<file path="src/rtl/bilinear_pkg.sv">
// bilinear_pkg: shared defaults, types and FSM encoding for the bilinear downscaler.
package bilinear_pkg;
    localparam int PIX_W_DEF  = 8;
    localparam int FRAC_DEF   = 2;
    localparam int STEP_W_DEF = FRAC_DEF + 4;
    localparam int LAT        = 3;
    typedef logic [STEP_W_DEF-1:0] step_t;
    typedef struct packed {
        logic [PIX_W_DEF-1:0] p22, p12, p21, p11;
    } patch_t;
    typedef enum logic {IDLE, RUN} state_t;
    function automatic int ph_int_w(input int src_w, input int src_h);
        return $clog2(src_w > src_h ? src_w : src_h) + 1;
    endfunction
endpackage

</file>
<file path="src/rtl/bilinear_lerp.sv">
// bilinear_lerp: registered linear blend (2^F-w)*a + w*b with w in 1/2^F units.
module bilinear_lerp #(
    parameter int W = 8,
    parameter int F = 2
) (
    input  logic           i_clk,
    input  logic           i_rst,
    input  logic [W-1:0]   i_a,
    input  logic [W-1:0]   i_b,
    input  logic [F-1:0]   i_w,
    output logic [W+F-1:0] o_y
);
    localparam int OW = W + F;
    logic [OW-1:0] y_d, y_q;
    always_comb y_d = (OW'(1 << F) - OW'(i_w)) * OW'(i_a) + OW'(i_w) * OW'(i_b);
    always_ff @(posedge i_clk) y_q <= i_rst ? '0 : y_d;
    assign o_y = y_q;
endmodule

</file>
<file path="src/rtl/bilinear_downscaler.sv">
// bilinear_downscaler: runtime-ratio bilinear downscaler, one 2x2 patch in, at most one pixel out, 3-cycle latency.
// Define BILINEAR_ROUND_EN for round-half-up output instead of truncation.
module bilinear_downscaler
    import bilinear_pkg::*;
#(
    parameter int PIX_W = PIX_W_DEF,
    parameter int FRAC  = FRAC_DEF,
    parameter int SRC_W = 640,
    parameter int SRC_H = 480,
    parameter int DST_W = 512,
    parameter int DST_H = 384
) (
    input  logic               i_clk,
    input  logic               i_rst,
    input  logic [4*PIX_W-1:0] i_patch,
    input  logic               i_valid,
    input  logic               i_sof,
    input  logic [FRAC+3:0]    i_step_x,
    input  logic [FRAC+3:0]    i_step_y,
    output logic [PIX_W-1:0]   o_data,
    output logic               o_valid,
    output logic               o_sof,
    output logic               o_eol,
    output logic               o_eof,
    output logic               o_err
);
    localparam int SW  = FRAC + 4;
    localparam int PI  = ph_int_w(SRC_W, SRC_H);
    localparam int PW  = PI + FRAC;
    localparam int XW  = $clog2(SRC_W);
    localparam int YW  = $clog2(SRC_H);
    localparam int DXW = $clog2(DST_W + 1);
    localparam int DYW = $clog2(DST_H + 1);
    localparam int AW  = PIX_W + 2 * FRAC;
    localparam logic [SW-1:0] ONE = SW'(1 << FRAC);

    state_t               state_q, state_d;
    logic [XW-1:0]        sx_q, sx_d, sx;
    logic [YW-1:0]        sy_q, sy_d, sy;
    logic [PW-1:0]        nx_q, nx_d, nx, ny_q, ny_d, ny;
    logic [DXW-1:0]       dx_q, dx_d, dx;
    logic [DYW-1:0]       dy_q, dy_d, dy;
    logic [SW-1:0]        stx_q, stx_d, sty_q, sty_d;
    logic [FRAC-1:0]      v_q, v_d;
    logic                 err_q, err_d;
    logic [LAT-1:0][3:0]  mk_q, mk_d;
    logic [PIX_W-1:0]     data_q, data_d;
    logic [PIX_W:0]       rnd;
    logic [PIX_W+FRAC-1:0] top, bot;
    logic [AW-1:0]        acc;
    logic start, act, row_em, col_em, row_end, row_done, last_col, last_row;

    always_comb begin
        start    = i_valid & i_sof;
        act      = i_valid & (start | state_q == RUN);
        sx       = start ? '0 : sx_q;
        sy       = start ? '0 : sy_q;
        nx       = start ? '0 : nx_q;
        ny       = start ? '0 : ny_q;
        dx       = start ? '0 : dx_q;
        dy       = start ? '0 : dy_q;
        // steps below 1.0 are clamped so a patch never owes more than one output
        stx_d    = start ? (i_step_x < ONE ? ONE : i_step_x) : stx_q;
        sty_d    = start ? (i_step_y < ONE ? ONE : i_step_y) : sty_q;
        row_em   = PI'(sy) == ny[PW-1:FRAC] && dy < DYW'(DST_H);
        col_em   = act & row_em & (PI'(sx) == nx[PW-1:FRAC]) & (dx < DXW'(DST_W));
        row_end  = sx == XW'(SRC_W - 1);
        row_done = row_end & row_em;
        last_col = dx == DXW'(DST_W - 1) || {1'b0, nx} + (PW+1)'(stx_d) >= (PW+1)'(SRC_W << FRAC);
        last_row = dy == DYW'(DST_H - 1) || {1'b0, ny} + (PW+1)'(sty_d) >= (PW+1)'(SRC_H << FRAC);
        state_d  = act ? (row_end && sy == YW'(SRC_H - 1) ? IDLE : RUN) : state_q;
        sx_d     = act ? (row_end ? '0 : sx + 1'b1) : sx;
        sy_d     = act & row_end ? sy + 1'b1 : sy;
        nx_d     = act & row_end ? '0 : col_em ? nx + PW'(stx_d) : nx;
        ny_d     = act & row_done ? ny + PW'(sty_d) : ny;
        dx_d     = act & row_done ? '0 : col_em ? dx + 1'b1 : dx;
        dy_d     = act & row_done ? dy + 1'b1 : dy;
        v_d      = ny[FRAC-1:0];
        err_d    = start & state_q == RUN;
        mk_d     = {mk_q[LAT-2:0], {col_em, col_em & dx == '0 & dy == '0,
                                    col_em & last_col, col_em & last_col & last_row}};
`ifdef BILINEAR_ROUND_EN
        rnd      = (PIX_W+1)'(({1'b0, acc} + (AW+1)'(1 << (2 * FRAC - 1))) >> (2 * FRAC));
`else
        rnd      = (PIX_W+1)'({1'b0, acc} >> (2 * FRAC));
`endif
        data_d   = rnd[PIX_W] ? '1 : rnd[PIX_W-1:0];
    end

    always_ff @(posedge i_clk) begin
        if (i_rst) begin
            state_q <= IDLE;
            sx_q    <= '0;
            sy_q    <= '0;
            nx_q    <= '0;
            ny_q    <= '0;
            dx_q    <= '0;
            dy_q    <= '0;
            stx_q   <= '0;
            sty_q   <= '0;
            v_q     <= '0;
            err_q   <= 1'b0;
            mk_q    <= '0;
            data_q  <= '0;
        end else begin
            state_q <= state_d;
            sx_q    <= sx_d;
            sy_q    <= sy_d;
            nx_q    <= nx_d;
            ny_q    <= ny_d;
            dx_q    <= dx_d;
            dy_q    <= dy_d;
            stx_q   <= stx_d;
            sty_q   <= sty_d;
            v_q     <= v_d;
            err_q   <= err_d;
            mk_q    <= mk_d;
            data_q  <= data_d;
        end
    end

    bilinear_lerp #(.W(PIX_W), .F(FRAC)) u_top (
        .i_clk(i_clk), .i_rst(i_rst), .i_a(i_patch[PIX_W-1:0]),
        .i_b(i_patch[3*PIX_W-1:2*PIX_W]), .i_w(nx[FRAC-1:0]), .o_y(top)
    );
    bilinear_lerp #(.W(PIX_W), .F(FRAC)) u_bot (
        .i_clk(i_clk), .i_rst(i_rst), .i_a(i_patch[2*PIX_W-1:PIX_W]),
        .i_b(i_patch[4*PIX_W-1:3*PIX_W]), .i_w(nx[FRAC-1:0]), .o_y(bot)
    );
    bilinear_lerp #(.W(PIX_W + FRAC), .F(FRAC)) u_vert (
        .i_clk(i_clk), .i_rst(i_rst), .i_a(top), .i_b(bot), .i_w(v_q), .o_y(acc)
    );

    assign o_data  = data_q;
    assign o_valid = mk_q[LAT-1][3];
    assign o_sof   = mk_q[LAT-1][2];
    assign o_eol   = mk_q[LAT-1][1];
    assign o_eof   = mk_q[LAT-1][0];
    assign o_err   = err_q;
endmodule
</file>
<file path="config.mk">
export PLATFORM = sky130hd
export DESIGN_NAME = bilinear_downscaler
export DESIGN_NICKNAME = d
export VERILOG_FILES = /design/src/rtl/bilinear_pkg.sv /design/src/rtl/bilinear_lerp.sv /design/src/rtl/bilinear_downscaler.sv
export SDC_FILE = /design/constraint.sdc
export NUM_CORES = 1
export LEC_CHECK = 0
export ABC_AREA = 1
export CORE_ASPECT_RATIO = 1.2
export CORE_UTILIZATION = 37
export DETAILED_ROUTE_END_ITERATION = 12
export PLACE_DENSITY = 0.68
export RECOVER_POWER = 100
export REMOVE_ABC_BUFFERS = 1
export SYNTH_ARGS = -nofsm -noshare
export SYNTH_HDL_FRONTEND = slang
export SYNTH_SLANG_ARGS = --single-unit
</file>
<file path="constraint.sdc">
create_clock -name i_clk -period 5.6 [get_ports i_clk]
set_input_delay 0.84 -clock i_clk [delete_from_list [all_inputs] [get_ports i_clk]]
set_output_delay 0.84 -clock i_clk [all_outputs]
set_load 0.05 [all_outputs]
</file>
==> results of run 1 <==
-- logic make-up after synthesis --
kind of cell               Yosys count  synth area share, %
and+or+nand+nor                    730                 27.1
DFF                                128                 22.9
adders and majority gates          205                 27.1
AOI/OAI and AO/OA                  140                 6.66
buffers and inverters              371                 12.9
xor gates and xnor gates            42                 3.29
-- per-stage QoR --
step,worst slack (ps),TNS (ps)
finish,393,0
detailed placement,43.3,0
global placement,181,0
floorplan,-776,-5740
global route,82.8,0
CTS,411,0
-- layer usage --
metal,vias up,track usage [%]
met3,34,2.73
met5,-,0
met2,159,30.4
met1,4353,19.2
li1,5074,-
met4,0,5.64
-- sequential cells by signal, indices dropped and copies added (netlist names) --
name,flops
o_valid,1
nx_q,13
state_q,1
dy_q,9
mk_d,8
stx_q,6
u_vert.o_y,8
o_err,1
u_bot.o_y,10
sty_q,6
sy_q,9
o_eof,1
o_eol,1
ny_q,13
o_data,8
sx_q,10
o_sof,1
v_q,2
u_top.o_y,10
dx_q,10
-- power groups by stage --
stage | Sequential [mW] | Clock, mW | Combinational, mW
3_3_place_gp | 1.06 | 0 | 0.985
4_1_cts | 1.04 | 1.09 | 1.03
5_1_grt | 1.05 | 1.13 | 1.17
3_5_place_dp | 1.06 | 0 | 1.01
2_1_floorplan | 1.07 | 0 | 0.709
6_report | 1.04 | 1.06 | 1.01
-- area by class of cell --
cell class	instances	area, um^2	area share, %
clock inverter	6	86.3	0.680
tap	390	488	3.84
inverter	329	1230	9.72
multi-input combinational	1117	7140	56.2
timing repair buffer	80	718	5.65
clock buffer	21	470	3.70
sequential	128	2560	20.2
-- final timing paths --
check	to	cells after the start	slack [ps]	start
min	mk_d[8]	2	400	mk_d[4]
min reg2reg	mk_d[8]	2	400	mk_d[4]
max reg2reg	u_vert.o_y[11]	18	840	v_q[1]
max	u_top.o_y[8]	19	390	i_valid
-- cells in the final DEF, fill, tap and decap left out, types with 2 or more instances in the layout --
cell	count
nand2_1	379
inv_1	328
nor2_1	201
ha_1	143
dfxtp_1	128
nand3_1	91
a21oi_1	78
fa_1	62
clkdlybuf4s50_1	46
o21ai_0	45
xor2_1	29
nand4_1	19
clkbuf_16	17
nor3_1	16
xnor2_1	13
dlygate4sd3_1	13
buf_4	12
clkbuf_1	9
nand3b_1	8
or2_2	4
o211ai_1	3
clkbuf_8	3
nand2_2	2
or4_1	2
and2_1	2
nor2_2	2
o21bai_1	2
a211oi_1	2
nor3b_1	2
o21a_1	2
a31oi_1	2
bufinv_16	2
clkinv_2	2
-- tightest hold or removal path, stage by stage (launching register included) --
cell,delay [ps]
dfxtp_1,290
inv_1,40
nor2_1,30
==> results.yml, run 1 <==
status:
  status: "complete, but fails checks"
  violations: "max-capacitance violations, max-slew violations"
routing:
  drt_pre_antenna_iters: 6
  wl_per_cell_um: 11.6
  wirelength_mm: 24.1
  top_layer_used: "met4"
  met3_wirelength_um: 852
  met1_length_mm: 11.0
  viasPerCell: 4.65
  wl_met2_mm: 11.8
  drc: 0
  drtAntennaViolNets: 0
  drtIter0Drc: 421
  vias: 9620
sta:
  tightest_slew_ps: 2100
  drv_slew: 70
  fin_skew_ps: 9.10
  max_clock_freq_mhz: 192
  rsz0062_at_grt: "false"
  setup_viol: 0
  slew_headroom_pct: -40.0
  min_period_ps: 5210
  whs_ps: 399
  fin_crit_sh_pct: 93.0
  hold_viol_final: 0
yosys:
  ys_warn_count: 0
  async_flop_share_pct: 0
  synthTopCellsByArea: "dfxtp_1 23%, ha_1 16%, nand2_1 13%"
  avgSynthCellArea_um2: 6.91
  synth_ff_type: "dfxtp_1"
  syn_inst: 1616
  synth_edf_count: 0
  ys_top_cells_by_count: "377 x nand2_1, 324 x inv_1, 197 x nor2_1, 143 x ha_1, 128 x dfxtp_1"
  synth_area_mm2: 0.0112
  yosysMostFrequentCell: "nand2_1"
  synth_seq_cells: 128
  synth_top_area_share_pct: 22.9
  ys_seq_area_share_pct: 22.9
  netlist.top_cell.by_area: "dfxtp_1"
  ys_types: 41
cts:
  cts.repair.resized: 0
  cts_root_buffer: "clkbuf_16"
  cts_tree: "built"
  cts_setup_buffers: 0
  clock_latency_ps: 420
  cts_max_path_buffers: 2
  cts_hold_buffers: 0
  path_clk_slew_ps: 60
  clock-sinks: 128
  numCtsBuffers: 17
  cts-htree-levels: 4
global_route:
  antenna_found_initial: 0
  grt_max_degree: 83
  grt_pass1_vias: 9536
  grt-ovfl-total: 0
  grt_pass1_wl_mm: 42.1
  grt_use_total_pct: 16.5
floorplanning:
  io_pins: 61
  rows: 69
  die_y_um: 192
  start_util_pct: 37.7
  coreArea_mm2: 0.0296
  dieArea_mm2: 0.0309
  die_w_um: 161
power:
  p_sw_mw: 1.05
  p_seq_share_pct: 33.5
  power.leakage_nw: 7.08
  power_density_mw_per_mm2: 245
  internal_power_mw: 2.06
  combPwrFrac_pct: 32.3
  peakVddDrop_mv: 0.149
  fin_total_pwr_mw: 3.11
  pwr-share-clk_pct: 34.2
  power_switching_share_pct: 33.7
critical_path:
  cpPeakStageDelay_ps: 520
  start_kind: "input pin"
  crit_top_cell: "nand2_1"
  cp_max_fo: 6
  path_cells: "clkdlybuf4s50_1, nand2_2, nand2_1, ha_1, clkbuf_1, nand2_1, inv_1, fa_1, fa_1, fa_1, fa_1, ha_1, ha_1, nand2_1, a21oi_1, a211oi_1, nand2_1, nand2_1, nor3b_1"
  crit_arrival_ps: 5540
  slowest_stage: "fa_1"
  crit_type: "input pin to flop"
  endpoint_kind: "flop"
  path_delay_family: "adder cells"
  required_ps: 5930
  crit_buf_inv: 3
final_layout:
  n_fill_cell: 3028
  stdcell_area_mm2: 0.0127
  fin_nets: 1926
  fin_util_pct: 42.9
  diodes: 0
  drive_gt1_share_pct: 2.91
  fin_cells: 2071
  area_growth_pct: 13.8
placed_design:
  place.gp.congestion: 0.854
  io_buffers: 60
  placed_cell_area_mm2: 0.0122
  post-place-cells: 2044
  hpwl_mm: 18.7
job:
  maxCapViolCount: 2
min_path:
  min_path_type: "flop to flop"
Power figures use the tool's default switching activity.
==> inputs of run 2 (changes only) <==
Settings changed: CORE_ASPECT_RATIO 1.2 to unset, GPL_ROUTABILITY_DRIVEN set to 0.
==> results.yml, run 2 (synthesis gave the netlist of run 1 again) <==
job:
  maxCapViolCount: 1
critical_path:
  cp_max_fo: 27
  r2r-end: "u_vert.o_y[11]"
  path_cells: "clkdlybuf4s50_1, nand2_1, nand2_1, buf_4, clkinv_1, nand2_1, fa_1, fa_1, inv_1, fa_1, ha_1, ha_1, ha_1, nand2_1, a21oi_1, a211oi_1, nand2_1, nor2_1, nor3b_1"
  path_delay_family: "adder cells"
  required_ps: 5780
  cpPeakStageDelay_ps: 560
  slowest_stage: "fa_1"
  reg2regPathDepth: 18
  crit_top_cell: "nand2_1"
  start_kind: "input pin"
  crit_buf_inv: 4
  crit_arrival_ps: 5430
  startpoint: "i_valid"
  endpoint_kind: "flop"
  crit_type: "input pin to flop"
  r2r_slack_ps: 930
  timing.rr.start: "v_q[1]"
final_layout:
  stdcell_area_mm2: 0.0128
  fin_cells: 2075
  fin_util_pct: 43.1
  diodes: 0
  final_common_cell: "nand2_1"
  multi_input_area_mm2: 0.00714
  regArea_mm2: 0.00256
  n_fill_cell: 3040
  area_growth_pct: 14.4
  final_cell_mix: "380 x nand2_1, 328 x inv_1, 202 x nor2_1"
  fin_nets: 1925
  drive_gt1_share_pct: 3.26
  top_regs: "nx_q x13, ny_q x13"
global_route:
  grt-ovfl-total: 0
  grt_use_total_pct: 17.0
  grt_max_degree: 84
  grt_pass1_vias: 9367
  antenna_found_initial: 0
  grt_pass1_wl_mm: 43.1
power:
  power_density_mw_per_mm2: 252
  peakVddDrop_mv: 0.215
  fin_total_pwr_mw: 3.22
  power.leakage_nw: 7.10
placed_design:
  hpwl_mm: 19.0
  post-place-cells: 2043
  io_buffers: 60
  pre_cts_slack_ps: 71.8
  placed_cell_area_mm2: 0.0122
sta:
  min_period_ps: 5250
  fin_ws_ps: 348
  drv_slew: 58
  max_clock_freq_mhz: 190
  rsz0062_at_grt: "false"
  whs_ps: 400
  tightest_slew_ps: 2920
  finalSetupTns_ps: 0
  hold_viol_final: 0
  fin_crit_sh_pct: 93.8
  fin_skew_ps: 10.9
  slew_headroom_pct: -94.9
  setup_viol: 0
cts:
  clock_latency_ps: 420
  cts_setup_buffers: 0
  cts.repair.resized: 0
  cts-htree-levels: 4
  cts_max_path_buffers: 2
  path_clk_slew_ps: 60
  clock-sinks: 128
  cts_hold_buffers: 0
  cts_root_buffer: "clkbuf_16"
  cts_tree: "built"
  numCtsBuffers: 17
status:
  status: "complete, but fails checks"
  violations: "max-capacitance violations, max-slew violations"
routing:
  drtIter0Drc: 645
  drt_pre_antenna_iters: 7
  wl_per_cell_um: 12.0
  drtAntennaViolNets: 0
  drc: 0
  wirelength_mm: 25.0
  viasPerCell: 4.71
  vias: 9782
floorplanning:
  die_w_um: 176
  dieArea_mm2: 0.0309
  start_util_pct: 37.7
  io_pins: 61
  coreArea_mm2: 0.0296
  die_y_um: 176
  rows: 63
min_path:
  holdPathEnd: "o_data[4]"
  min_path_cells: 2
  min_path_type: "flop to flop"
  worstHoldStart: "u_vert.o_y[8]"
run 2: power breakdown:
part / leakage [nW] / internal, mW / switching, mW
sequential: 1.04 / 0.997 / 0.0479
combinational: 5.78 / 0.399 / 0.627
clock: 0.283 / 0.722 / 0.428
run 2: area by class of cell:
class                   count  area share (%)
inverters                 329            9.67
flip-flops and latches    128            20.1
repair buffers             79            5.72
multi-input cells        1117            55.9
well taps                 390            3.82
clock inverters            13            1.27
clock buffers              19            3.55
run 2: worst max-delay path by stage:
stage	endpoint	slack (ps)	depth (start not counted)
detailed placement	u_bot.o_y[8]	70	17
floorplan	u_bot.o_y[8]	-780	17
global route	u_top.o_y[8]	140	19
CTS	u_bot.o_y[8]	490	17
finish	u_top.o_y[8]	350	19
global placement	u_top.o_y[8]	170	19
run 2: worst min-delay path: cells and delay by family, from the launching register on:
family                 cells  cell delay (ps)
buffers and inverters      1               40
flip-flops                 1              290
AND/OR/NAND/NOR            1               30
run 2: routing by layer:
metal	GRT usage, %	routed length, um	up-vias
met5	0	0	-
met4	4.09	201	0
met3	2.73	1120	15
met2	28.5	11500	226
met1	22.7	12100	4445
li1	-	-	5096
